`config.mk`:
```
export PLATFORM = sky130hd
export DESIGN_NAME = scratchpad_arbiter
export DESIGN_NICKNAME = d
export VERILOG_FILES = /design/src/rtl/scratchpad_arbiter.sv
export SDC_FILE = /design/constraint.sdc
export NUM_CORES = 1
export LEC_CHECK = 0
export CORE_MARGIN = 4
export CORE_UTILIZATION = 42
export CTS_CLUSTER_SIZE = 12
export DETAILED_ROUTE_END_ITERATION = 12
export GPL_TIMING_DRIVEN = 0
export MAX_ROUTING_LAYER = met4
export PLACE_DENSITY = 0.84
export SETUP_SLACK_MARGIN = 0.4
export SLEW_MARGIN = 20
export SYNTH_ARGS = -nofsm -noshare
export SYNTH_HDL_FRONTEND = slang
export SYNTH_SLANG_ARGS = --single-unit
```
`constraint.sdc`:
```
create_clock -name clk -period 3.2 [get_ports clk]
set_input_delay 0.64 -clock clk [delete_from_list [all_inputs] [get_ports clk]]
set_output_delay 0.64 -clock clk [all_outputs]
set_load 0.02 [all_outputs]
```
`src/rtl/scratchpad_arbiter.sv`:
```
// scratchpad_arbiter: two-port fixed-priority arbiter with starvation relief and watchdog for one scratchpad port
module scratchpad_arbiter #(
    parameter int XLEN           = 32,
    parameter int STARVE_LIMIT   = 4,
    parameter int TIMEOUT_CYCLES = 64
) (
    input  logic              clk,
    input  logic              reset_n,
    input  logic [1:0]        rq_req,
    input  logic [1:0]        rq_we,
    input  logic [2*XLEN-1:0] rq_addr,
    input  logic [2*XLEN-1:0] rq_wdata,
    output logic [1:0]        rq_ready,
    output logic [XLEN-1:0]   rq_rdata,
    output logic              rq_error,
    output logic              sp_req,
    output logic              sp_we,
    output logic [XLEN-1:0]   sp_addr,
    output logic [XLEN-1:0]   sp_wdata,
    input  logic              sp_ready,
    input  logic [XLEN-1:0]   sp_rdata,
    input  logic              sp_error,
    output logic              grant_id,
    output logic              arb_busy,
    output logic              arb_timeout
);
    localparam int SW = $clog2(STARVE_LIMIT + 1);
    localparam int WW = $clog2(TIMEOUT_CYCLES);

    typedef enum logic [1:0] {IDLE, BUSY, RESP} state_t;

    state_t            state, state_n;
    logic [SW-1:0]     starve_cnt, starve_n;
    logic [WW-1:0]     wd_cnt, wd_n;
    logic [1:0]        rq_ready_n;
    logic [XLEN-1:0]   rq_rdata_n, sp_addr_n, sp_wdata_n;
    logic              rq_error_n, sp_req_n, sp_we_n, grant_n, busy_n, timeout_n;
    logic              win1;

    assign win1 = rq_req[1] && (!rq_req[0] || starve_cnt == SW'(STARVE_LIMIT));

    // next-state and next-output computation; every output is then registered
    always_comb begin
        state_n    = state;
        starve_n   = starve_cnt;
        wd_n       = wd_cnt;
        rq_ready_n = '0;
        rq_rdata_n = rq_rdata;
        rq_error_n = rq_error;
        sp_req_n   = sp_req;
        sp_we_n    = sp_we;
        sp_addr_n  = sp_addr;
        sp_wdata_n = sp_wdata;
        grant_n    = grant_id;
        timeout_n  = 1'b0;
        case (state)
            IDLE: if (|rq_req) begin
                state_n    = BUSY;
                grant_n    = win1;
                sp_req_n   = 1'b1;
                sp_we_n    = rq_we[win1];
                sp_addr_n  = rq_addr[win1*XLEN +: XLEN];
                sp_wdata_n = rq_wdata[win1*XLEN +: XLEN];
                wd_n       = '0;
                starve_n   = (win1 || !rq_req[1]) ? '0 :
                             (starve_cnt == SW'(STARVE_LIMIT)) ? starve_cnt : starve_cnt + 1'b1;
            end
            BUSY: begin
                wd_n = wd_cnt + 1'b1;
                if (sp_ready || wd_cnt == WW'(TIMEOUT_CYCLES - 1)) begin
                    state_n              = RESP;
                    sp_req_n             = 1'b0;
                    wd_n                 = '0;
                    rq_ready_n[grant_id] = 1'b1;
                    rq_rdata_n           = sp_ready ? sp_rdata : '0;
                    rq_error_n           = sp_ready ? sp_error : 1'b1;
                    timeout_n            = !sp_ready;
                end
            end
            default: state_n = IDLE;
        endcase
        busy_n = state_n != IDLE;
    end

    // state and output registers, cleared asynchronously
    always_ff @(posedge clk or negedge reset_n) begin
        if (!reset_n) begin
            state       <= IDLE;
            starve_cnt  <= '0;
            wd_cnt      <= '0;
            rq_ready    <= '0;
            rq_rdata    <= '0;
            rq_error    <= 1'b0;
            sp_req      <= 1'b0;
            sp_we       <= 1'b0;
            sp_addr     <= '0;
            sp_wdata    <= '0;
            grant_id    <= 1'b0;
            arb_busy    <= 1'b0;
            arb_timeout <= 1'b0;
        end else begin
            state       <= state_n;
            starve_cnt  <= starve_n;
            wd_cnt      <= wd_n;
            rq_ready    <= rq_ready_n;
            rq_rdata    <= rq_rdata_n;
            rq_error    <= rq_error_n;
            sp_req      <= sp_req_n;
            sp_we       <= sp_we_n;
            sp_addr     <= sp_addr_n;
            sp_wdata    <= sp_wdata_n;
            grant_id    <= grant_n;
            arb_busy    <= busy_n;
            arb_timeout <= timeout_n;
        end
    end
endmodule

```
==> run_results.csv, run 1 <==
group,metric,value,unit
synth,synth_nets,608,
synth,synth_edf_count,0,
grt,grt_pass1_vias,4768,
floorplanning,die_x,117,um
grt,overflow,0,
clock_network,htreeDepth,4,
place,place_hpwl,12400,um
place,place.gp.congestion,0.807,
grt,antenna_found_initial,0,
clock_network,ctsHoldBuffers,0,
grt,grt_pass1_wl,25000,um
place,portBuffers,271,
floorplanning,die_h,117,um
synth,synth_seq_cells,115,
synth,synth_cell_types,35,
synth,avgSynthCellArea,11.5,um^2
synth,ys_warn_count,0,
synth,synth.top_cell.area_share,57.2,%
clock_network,post_cts_resized,0,
run_status,stop_error,"[ERROR DRT-0255] Maze Route cannot find path of net clk in worker of routeBox ( 96600 0 ) ( 117475 48300 ).",
clock_network,root_buffer,"clkbuf_16",
run_status,status,"stopped before the end",
floorplanning,io_pins,272,
synth,async_flop_share,100,%
synth,synth_top_cell_by_area,"dfrtp_1",
grt,grt_start_max_net_pins,67,
synth,synth-main-ff-cell,"dfrtp_1",
floorplanning,rows,39,
clock_network,cts_setup_buffers,0,
clock_network,cts_buffer_depth,2,
clock_network,cts-buffers-inserted,17,
place,pre_cts_ws,0.752,ns
floorplanning,start_util,43.5,%
synth,syn_area,0.00503,mm^2
clock_network,cts_sinks,115,
synth,ys_top_cells_by_area,"dfrtp_1 57%, mux2i_1 13%, o21ai_1 6.7%, a22o_1 5.6%, nand2_1 5.5%",
place,placed_cell_area,0.00795,mm^2
synth,syn_inst,437,
run_status,stop_stage,"detailed routing",
synth,synth-seq-area-share,57.2,%
grt,grt_usage,23.6,%
==> kinds of logic after synthesis <==
| kind of cell | count (synthesis) | synth area share [%] |
|---|---|---|
| compound gates | 115 | 14.5 |
| flops | 115 | 57.2 |
| simple gates | 102 | 8.65 |
| mux | 65 | 12.9 |
| buf+inv | 37 | 5.97 |
| fa+ha+maj | 3 | 0.746 |
==> Yosys cell counts, types with 2 or more instances <==
library cell,instances
buf_4,6
nor2_1,7
a22o_1,32
inv_1,5
buf_6,7
buf_12,5
nand2b_1,3
nor3_1,2
o21ai_1,67
clkbuf_1,9
dfrtp_1,115
nand3_1,4
and2_1,2
or3_1,2
buf_2,4
and3_1,3
o21ai_0,7
mux2i_1,65
nand2_1,74
ha_1,3
==> per-layer routing <==
metal / global-route usage, %
met1: 26.9
met2: 39.5
met3: 7.78
met4: 7.99
met5: -
==> stage by stage <==
step	utilization, %	instances
3_3_place_gp	68.5	851
4_1_cts	74.0	883
5_1_grt	74.0	883
3_5_place_dp	68.8	852
2_1_floorplan	-	437
==> inputs of run 2 (changes only) <==
--- a/config.mk
+++ b/config.mk
@@ -6,13 +6,10 @@
 export NUM_CORES = 1
 export LEC_CHECK = 0
 export CORE_MARGIN = 4
-export CORE_UTILIZATION = 42
-export CTS_CLUSTER_SIZE = 12
+export CORE_UTILIZATION = 39
 export DETAILED_ROUTE_END_ITERATION = 12
 export GPL_TIMING_DRIVEN = 0
-export MAX_ROUTING_LAYER = met4
-export PLACE_DENSITY = 0.84
-export SETUP_SLACK_MARGIN = 0.4
+export PLACE_DENSITY_LB_ADDON = 0.15
 export SLEW_MARGIN = 20
 export SYNTH_ARGS = -nofsm -noshare
 export SYNTH_HDL_FRONTEND = slang
==> run_results.csv, run 2 <==
group,metric,value,unit
run_status,status,"complete, no violations",
layout,fin_cells,912,
place,pre_cts_ws,0.757,ns
grt,antenna_found_initial,0,
synth,synth_nets,608,
synth,synth_edf_count,0,
floorplanning,die_h,122,um
drt,top_layer,"met4",
timing,relSlewSlack,60.0,%
clock_network,post_cts_resized,0,
timing,min_period,2.13,ns
synth,ys_warn_count,0,
synth,syn_area,0.00503,mm^2
layout,nets,899,
clock_network,cts_sinks,115,
drt,met1_length,5810,um
floorplanning,dieArea,0.0148,mm^2
place,placed_cells,881,
grt,grt_start_max_net_pins,69,
power,p_per_area,927,mW/mm^2
timing,finalMaxSlewViolations,0,
clock_network,clk_pin_slew_worst_paths,0.05,ns
place,place.gp.congestion,0.804,
critical_path,cpLargestDelayFamily,"buffers and inverters",
synth,avgSynthCellArea,11.5,um^2
layout,area_growth,69.4,%
grt,grt_usage,21.1,%
critical_path,crit_chain,"clkdlybuf4s50_1",
clock_network,cts_buffer_depth,2,
synth,synth.top_cell.area_share,57.2,%
synth,synth-main-ff-cell,"dfrtp_1",
critical_path,worst-setup-path-type,"reg2out",
place,portBuffers,271,
timing,rsz0062_at_grt,"no",
drt,drt_iter0_markers,134,
drt,wl_met2,7740,um
timing,worst_clock_skew,0.00495,ns
timing,fmax,0.470,GHz
critical_path,cp_max_fo,4,
job,cap_violations,0,
critical_path,end_kind,"output pin",
timing,hold-worst-slack,0.172,ns
synth,synth_cell_types,35,
grt,overflow,0,
power,peakVddDrop,0.468,mV
clock_network,htreeDepth,4,
clock_network,clk_latency,0.40,ns
synth,ys_top_cells_by_count,"115 x dfrtp_1, 74 x nand2_1, 67 x o21ai_1, 65 x mux2i_1, 32 x a22o_1",
critical_path,cp-start-kind,"flop",
synth,synth-seq-area-share,57.2,%
clock_network,cts_tree,"yes",
timing,setup_ws,1.07,ns
drt,drc,0,
critical_path,path_buf_inv,1,
layout,drive_above_1_share,7.57,%
min_path,min_path_type,"in2async",
floorplanning,rows,41,
synth,synth_seq_cells,115,
timing,worst_pin_slew,0.596,ns
timing,setup_viol,0,
critical_path,critical_path_required,2.56,ns
clock_network,cts_setup_buffers,0,
drt,wl_met3,1300,um
drt,first_pass_iters,4,
timing,finalSetupTns,0,ns
critical_path,slowest_delay,0.65,ns
synth,synth.most_common_cell,"dfrtp_1",
layout,final_common_cell,"clkdlybuf4s50_1",
clock_network,cts-buffers-inserted,17,
clock_network,root_buffer,"clkbuf_16",
drt,viasPerCell,4.89,
drt,ant_nets,0,
timing,hold_viol,0,
drt,vias,4460,
synth,ys_top_cells_by_area,"dfrtp_1 57%, mux2i_1 13%, o21ai_1 6.7%, a22o_1 5.6%, nand2_1 5.5%",
synth,synth_top_cell_by_area,"dfrtp_1",
floorplanning,core_area,0.0126,mm^2
layout,layout_common_cells,"270 x clkdlybuf4s50_1, 115 x dfrtp_1, 74 x nand2_1",
power,power_leakage,3.93,nW
layout,antenna_cells,0,
critical_path,slowest_stage,"clkdlybuf4s50_1",
drt,drt_wl_total,15300,um
grt,grt_pass1_vias,4744,
layout,top_regs,"rq_rdata (32), sp_addr (32), sp_wdata (32)",
timing,fin_crit_sh,66.5,%
floorplanning,die_x,122,um
synth,async_flop_share,100,%
synth,syn_inst,437,
clock_network,ctsHoldBuffers,0,
floorplanning,io_pins,272,
floorplanning,start_util,39.9,%
critical_path,arrival,1.49,ns
drt,wl_per_cell,16.8,um
place,place_hpwl,12100,um
grt,grt_pass1_wl,23900,um
## run 2: cell counts after synthesis
Identical to the previous run, type by type.
## run 2: routing by layer
metal	up-vias	global-route usage (%)
li1	2120	-
met4	0	9.87
met3	35	8.17
met2	198	35.3
met5	-	0
met1	2107	23.8
## run 2: cell type report
type / instances / area (um^2)
multi-input cells: 285 / 1860
clock inverters: 5 / 25.0
fillers: 989 / 4100
repair buffers: 272 / 2740
flip-flops and latches: 115 / 2880
well taps: 172 / 215
clock buffers: 26 / 509
inverters: 6 / 22.5
plain buffers: 31 / 278
## run 2: per-stage QoR
| step | total power, W | utilization, % | area [um^2] |
|---|---|---|---|
| global route | 0.00837 | 67.5 | 8520 |
| global placement | 0.00617 | 63.1 | 7960 |
| finish | 0.00790 | 67.5 | 8520 |
| CTS | 0.00800 | 67.5 | 8520 |
| detailed placement | 0.00626 | 63.3 | 7990 |
| floorplan | 0.00434 | - | 5030 |
## run 2: kinds of logic after synthesis
logic type                 Yosys count  synth area share, %
AOI/OAI and AO/OA                  115                 14.5
muxes                               65                 12.9
buffers and inverters               37                 5.97
and+or+nand+nor                    102                 8.65
adders and majority gates            3                0.746
DFF                                115                 57.2
## run 2: worst paths after layout
check	from	to	slack (ns)	cells past startpoint
max in group asynchronous	reset_n	sp_wdata[8]$_DFFE_PN0P_	2.35	2
min reg2reg	sp_addr[12]$_DFFE_PN0P_	sp_addr[12]$_DFFE_PN0P_	0.48	2
max	grant_id$_DFFE_PN0P_	grant_id	1.07	1
min in group clk	sp_addr[12]$_DFFE_PN0P_	sp_addr[12]$_DFFE_PN0P_	0.48	2
min	reset_n	rq_ready[0]$_DFF_PN0_	0.17	1
max reg2reg	starve_cnt[0]$_DFFE_PN0P_	sp_addr[28]$_DFFE_PN0P_	1.31	9
## run 2: report_power, final
group	switching, W	internal [W]
Clock	0.000605	0.00108
Sequential	0.000375	0.00212
Combinational	0.00192	0.00181
Power figures use the tool's default switching activity.
==> inputs of run 3 (changes only) <==
==> constraint.sdc (replaced) <==
create_clock -name clk -period 2.15 [get_ports clk]
set_input_delay 0.43 -clock clk [delete_from_list [all_inputs] [get_ports clk]]
set_output_delay 0.43 -clock clk [all_outputs]
set_load 0.02 [all_outputs]
==> run_results.csv, run 3 (same netlist as run 2, synthesis figures left out) <==
group,metric,value,unit
floorplanning,start_util,39.9,%
place,placed_cells,881,
critical_path,cp_max_fo,4,
critical_path,path_buf_inv,1,
critical_path,timing.rr.start,"starve_cnt[0]$_DFFE_PN0P_",
timing,fin_crit_sh,89.2,%
grt,grt_start_max_net_pins,69,
min_path,worstHoldEndpoint,"sp_addr[12]$_DFFE_PN0P_",
grt,grt_usage,21.1,%
critical_path,worst-setup-path-type,"reg2out",
drt,drt_wl_total,15300,um
timing,min_period,1.92,ns
grt,overflow,0,
clock_network,clk_pin_slew_worst_paths,0.05,ns
power,p_clk_share,21.3,%
run_status,status,"complete, no violations",
drt,drt_iter0_markers,147,
clock_network,cts_tree,"yes",
layout,drive_above_1_share,7.56,%
clock_network,cts_sinks,115,
critical_path,slowest_delay,0.65,ns
grt,antenna_found_initial,0,
critical_path,r2r_cells,9,
power,pwr-share-comb,47.2,%
timing,rsz0062_at_grt,"no",
drt,wl_per_cell,16.8,um
drt,first_pass_iters,4,
timing,finalSetupTns,0,ns
drt,vias,4453,
min_path,worstHoldStart,"sp_addr[12]$_DFFE_PN0P_",
critical_path,arrival,1.49,ns
drt,drc,0,
power,power.internal,0.00745,W
drt,ant_nets,0,
power,p_sw,0.00431,W
power,power_leakage,3.94,nW
grt,grt_pass1_wl,23900,um
power,peakVddDrop,0.694,mV
power,p_per_area,1380,mW/mm^2
layout,final_util,67.6,%
floorplanning,dieArea,0.0148,mm^2
clock_network,cts_setup_buffers,0,
critical_path,regToRegEndpoint,"sp_addr[28]$_DFFE_PN0P_",
layout,final_common_cell,"clkdlybuf4s50_1",
floorplanning,core_area,0.0126,mm^2
floorplanning,die_h,122,um
min_path,min_path_type,"reg2reg",
timing,finalMaxSlewViolations,0,
clock_network,htreeDepth,4,
power,seqPwrFrac,31.5,%
critical_path,end_kind,"output pin",
clock_network,root_buffer,"clkbuf_16",
critical_path,reg2reg_slack,0.26,ns
layout,fin_cells,913,
timing,setup_viol,0,
drt,viasPerCell,4.88,
timing,relSlewSlack,59.9,%
critical_path,crit_chain,"clkdlybuf4s50_1",
timing,hold_viol,0,
place,portBuffers,271,
floorplanning,die_x,122,um
power,p_total,0.0118,W
timing,fmax,0.521,GHz
timing,worst_clock_skew,0.00430,ns
layout,nets,900,
floorplanning,rows,41,
power,p_sw_share,36.6,%
critical_path,critical_path_required,1.72,ns
layout,layout_common_cells,"270 x clkdlybuf4s50_1, 115 x dfrtp_1, 74 x nand2_1",
place,place_hpwl,12100,um
min_path,holdPathStages,2,
clock_network,cts_buffer_depth,2,
critical_path,slowest_stage,"clkdlybuf4s50_1",
floorplanning,io_pins,272,
clock_network,clk_latency,0.40,ns
job,cap_violations,0,
layout,antenna_cells,0,
layout,area_growth,69.6,%
place,place.gp.congestion,0.804,
layout,fillers,988,
timing,worst_pin_slew,0.597,ns
grt,grt_pass1_vias,4758,
clock_network,ctsHoldBuffers,1,
layout,top_regs,"rq_rdata (32), sp_addr (32), sp_wdata (32)",
clock_network,cts-buffers-inserted,17,
critical_path,cpLargestDelayFamily,"buffers and inverters",
clock_network,post_cts_resized,0,
critical_path,cp-start-kind,"flop",
[run 3: cell types whose count changed in the layout (fill, tap and decap cells not counted), sizes merged]
cell         previous run  this run
dlygate4sd3             0         1
[run 3: area by class of cell]
class	count	area, um^2	share of cell area (%)
Clock inverter	5	25.0	0.293
Multi-Input combinational cell	285	1860	21.7
Timing Repair Buffer	273	2750	32.2
Tap cell	172	215	2.52
Buffer	31	278	3.25
Inverter	6	22.5	0.264
Sequential cell	115	2880	33.7
Clock buffer	26	509	5.97
[run 3: layer usage]
layer	global-route usage [%]	up-vias	routed length, um
met3	8.26	33	1310
met5	0	-	0
met4	9.87	0	458
li1	-	2121	-
met1	23.7	2103	5760
met2	35.3	196	7780
[run 3: per-stage QoR]
step                hold WS (ns)  area (um^2)  setup slack, ns
global placement           0.467         7960            -3.67
detailed placement         0.395         7990          -0.0826
CTS                        0.487         8530            0.186
global route               0.509         8530           0.0868
floorplan                  0.134         5030            0.544
finish                     0.481         8530            0.232
[run 3: worst max path at each step]
stage | startpoint | endpoint | cells after the start
6_report | grant_id$_DFFE_PN0P_ | grant_id | 1
3_5_place_dp | rq_req[0] | sp_addr[24]$_DFFE_PN0P_ | 8
5_1_grt | starve_cnt[0]$_DFFE_PN0P_ | sp_addr[22]$_DFFE_PN0P_ | 9
4_1_cts | grant_id$_DFFE_PN0P_ | grant_id | 1
3_3_place_gp | reset_n | sp_wdata[15]$_DFFE_PN0P_ | 1
2_1_floorplan | starve_cnt[0]$_DFFE_PN0P_ | sp_addr[22]$_DFFE_PN0P_ | 9
[run 3: power groups by stage]
stage	combinational (W)	sequential (W)	clock, W
final	0.00554	0.00371	0.00250
after global routing	0.00594	0.00384	0.00269
after CTS	0.00563	0.00371	0.00257
after detailed placement	0.00559	0.00373	0
after global placement	0.00551	0.00368	0
after floorplan	0.00165	0.00481	0
==> inputs of run 4 (changes only) <==
--- a/config.mk
+++ b/config.mk
@@ -8,7 +8,6 @@
 export CORE_MARGIN = 4
 export CORE_UTILIZATION = 39
 export DETAILED_ROUTE_END_ITERATION = 12
-export GPL_TIMING_DRIVEN = 0
 export PLACE_DENSITY_LB_ADDON = 0.15
 export SLEW_MARGIN = 20
 export SYNTH_ARGS = -nofsm -noshare
==> run_results.csv, run 4 (same netlist as run 2, synthesis figures left out) <==
group,metric,value,unit
drt,viasPerCell,4.86,
grt,grt_pass1_vias,4606,
clock_network,clk_latency,0.41,ns
run_status,status,"complete, no violations",
critical_path,path_buf_inv,1,
power,peakVddDrop,0.795,mV
critical_path,cp_max_fo,4,
critical_path,worst-setup-path-type,"reg2out",
grt,grt_usage,20.8,%
critical_path,cp-start-kind,"flop",
layout,area_growth,70.5,%
clock_network,ctsHoldBuffers,1,
layout,layout_common_cells,"270 x clkdlybuf4s50_1, 115 x dfrtp_1, 74 x nand2_1",
grt,grt_start_max_net_pins,68,
layout,drive_above_1_share,6.80,%
timing,relSlewSlack,66.3,%
timing,hold-worst-slack,0.373,ns
floorplanning,rows,41,
drt,wl_per_cell,16.8,um
floorplanning,die_x,122,um
timing,setup_viol,0,
timing,finalSetupTns,0,ns
floorplanning,start_util,39.9,%
place,place.gp.congestion,0.804,
layout,antenna_cells,0,
clock_network,clk_pin_slew_worst_paths,0.05,ns
floorplanning,dieArea,0.0148,mm^2
timing,worst_clock_skew,0.00823,ns
drt,drt_iter0_markers,170,
grt,overflow,0,
critical_path,r2r_cells,7,
timing,finalMaxSlewViolations,0,
critical_path,crit_chain,"clkdlybuf4s50_1",
critical_path,cpLargestDelayFamily,"buffers and inverters",
drt,drc,0,
grt,antenna_found_initial,0,
drt,wl_met2,7650,um
timing,hold_viol,0,
job,cap_violations,0,
place,pre_cts_ws,0.0385,ns
critical_path,reg2reg_slack,0.38,ns
drt,first_pass_iters,4,
layout,top_regs,"rq_rdata (32), sp_addr (32), sp_wdata (32)",
timing,min_period,1.88,ns
critical_path,end_kind,"output pin",
drt,ant_nets,0,
clock_network,cts_setup_buffers,0,
critical_path,slowest_stage,"clkdlybuf4s50_1",
clock_network,cts-buffers-inserted,17,
power,p_total,0.0124,W
critical_path,critical_path_required,1.72,ns
critical_path,crit_start,"grant_id$_DFFE_PN0P_",
power,power_leakage,3.94,nW
clock_network,htreeDepth,4,
critical_path,cp.depth,1,
timing,rsz0062_at_grt,"no",
drt,drt_wl_total,15000,um
min_path,min_path_type,"in2async",
timing,setup_ws,0.268,ns
critical_path,critical_path.endpoint,"grant_id",
layout,final_common_cell,"clkdlybuf4s50_1",
grt,grt_pass1_wl,23500,um
critical_path,timing.rr.start,"starve_cnt[0]$_DFFE_PN0P_",
layout,nets,880,
place,portBuffers,271,
clock_network,cts_tree,"yes",
clock_network,root_buffer,"clkbuf_16",
timing,fmax,0.531,GHz
clock_network,cts_buffer_depth,2,
timing,worst_pin_slew,0.502,ns
critical_path,slowest_delay,0.64,ns
drt,met1_length,5450,um
drt,wl_met3,1540,um
critical_path,regToRegEndpoint,"sp_wdata[12]$_DFFE_PN0P_",
place,place_hpwl,11300,um
clock_network,cts_sinks,115,
drt,vias,4344,
drt,top_layer,"met4",
power,p_per_area,1440,mW/mm^2
floorplanning,io_pins,272,
critical_path,arrival,1.45,ns
timing,fin_crit_sh,87.5,%
floorplanning,die_h,122,um
clock_network,post_cts_resized,0,
floorplanning,core_area,0.0126,mm^2
[run 4: changes by cell type in the layout (fill, tap and decap cells not counted), moves of 3 or more]
cell and delta:
buf_12 +3, buf_2 -4, buf_6 -8, bufinv_16 +7, clkbuf_1 -11, clkbuf_8 -3, clkinv_2 -3
[run 4: worst min-delay path by stage]
stage	from	slack, ns	to
5_1_grt	reset_n	0.37	rq_rdata[23]$_DFFE_PN0P_
3_5_place_dp	reset_n	0.26	rq_rdata[25]$_DFFE_PN0P_
3_3_place_gp	reset_n	0.26	rq_rdata[25]$_DFFE_PN0P_
6_report	reset_n	0.37	rq_rdata[23]$_DFFE_PN0P_
4_1_cts	reset_n	0.36	rq_rdata[23]$_DFFE_PN0P_
2_1_floorplan	reset_n	0.13	arb_busy$_DFF_PN0_
[run 4: stage by stage]
stage	instances	area, um^2	util [%]
after floorplan	437	5030	-
after global placement	861	7880	62.5
after detailed placement	861	7880	62.5
after CTS	893	8580	68.0
after global routing	893	8580	68.0
final	893	8580	68.0
[run 4: area by class of cell]
| class | count | area (um^2) |
|---|---|---|
| Clock buffer | 21 | 460 |
| Clock inverter | 10 | 228 |
| Timing Repair Buffer | 284 | 2910 |
| Inverter | 6 | 22.5 |
| Sequential cell | 115 | 2880 |
| Tap cell | 172 | 215 |
| Fill cell | 972 | 4040 |
| Multi-Input combinational cell | 285 | 1870 |
[run 4: power by group]
| group | leakage [nW] | internal [W] | switching, W | total [W] |
|---|---|---|---|---|
| combinational | 2.18 | 0.00262 | 0.00275 | 0.00537 |
| clock | 0.333 | 0.00234 | 0.000963 | 0.00330 |
| sequential | 1.43 | 0.00315 | 0.000539 | 0.00369 |
| total | 3.94 | 0.00811 | 0.00425 | 0.0124 |
[run 4: metal layers]
layer,GRT usage (%),vias up
met5,0,-
met3,9.56,30
met4,8.68,0
li1,-,2077
met2,35.2,193
met1,22.7,2044
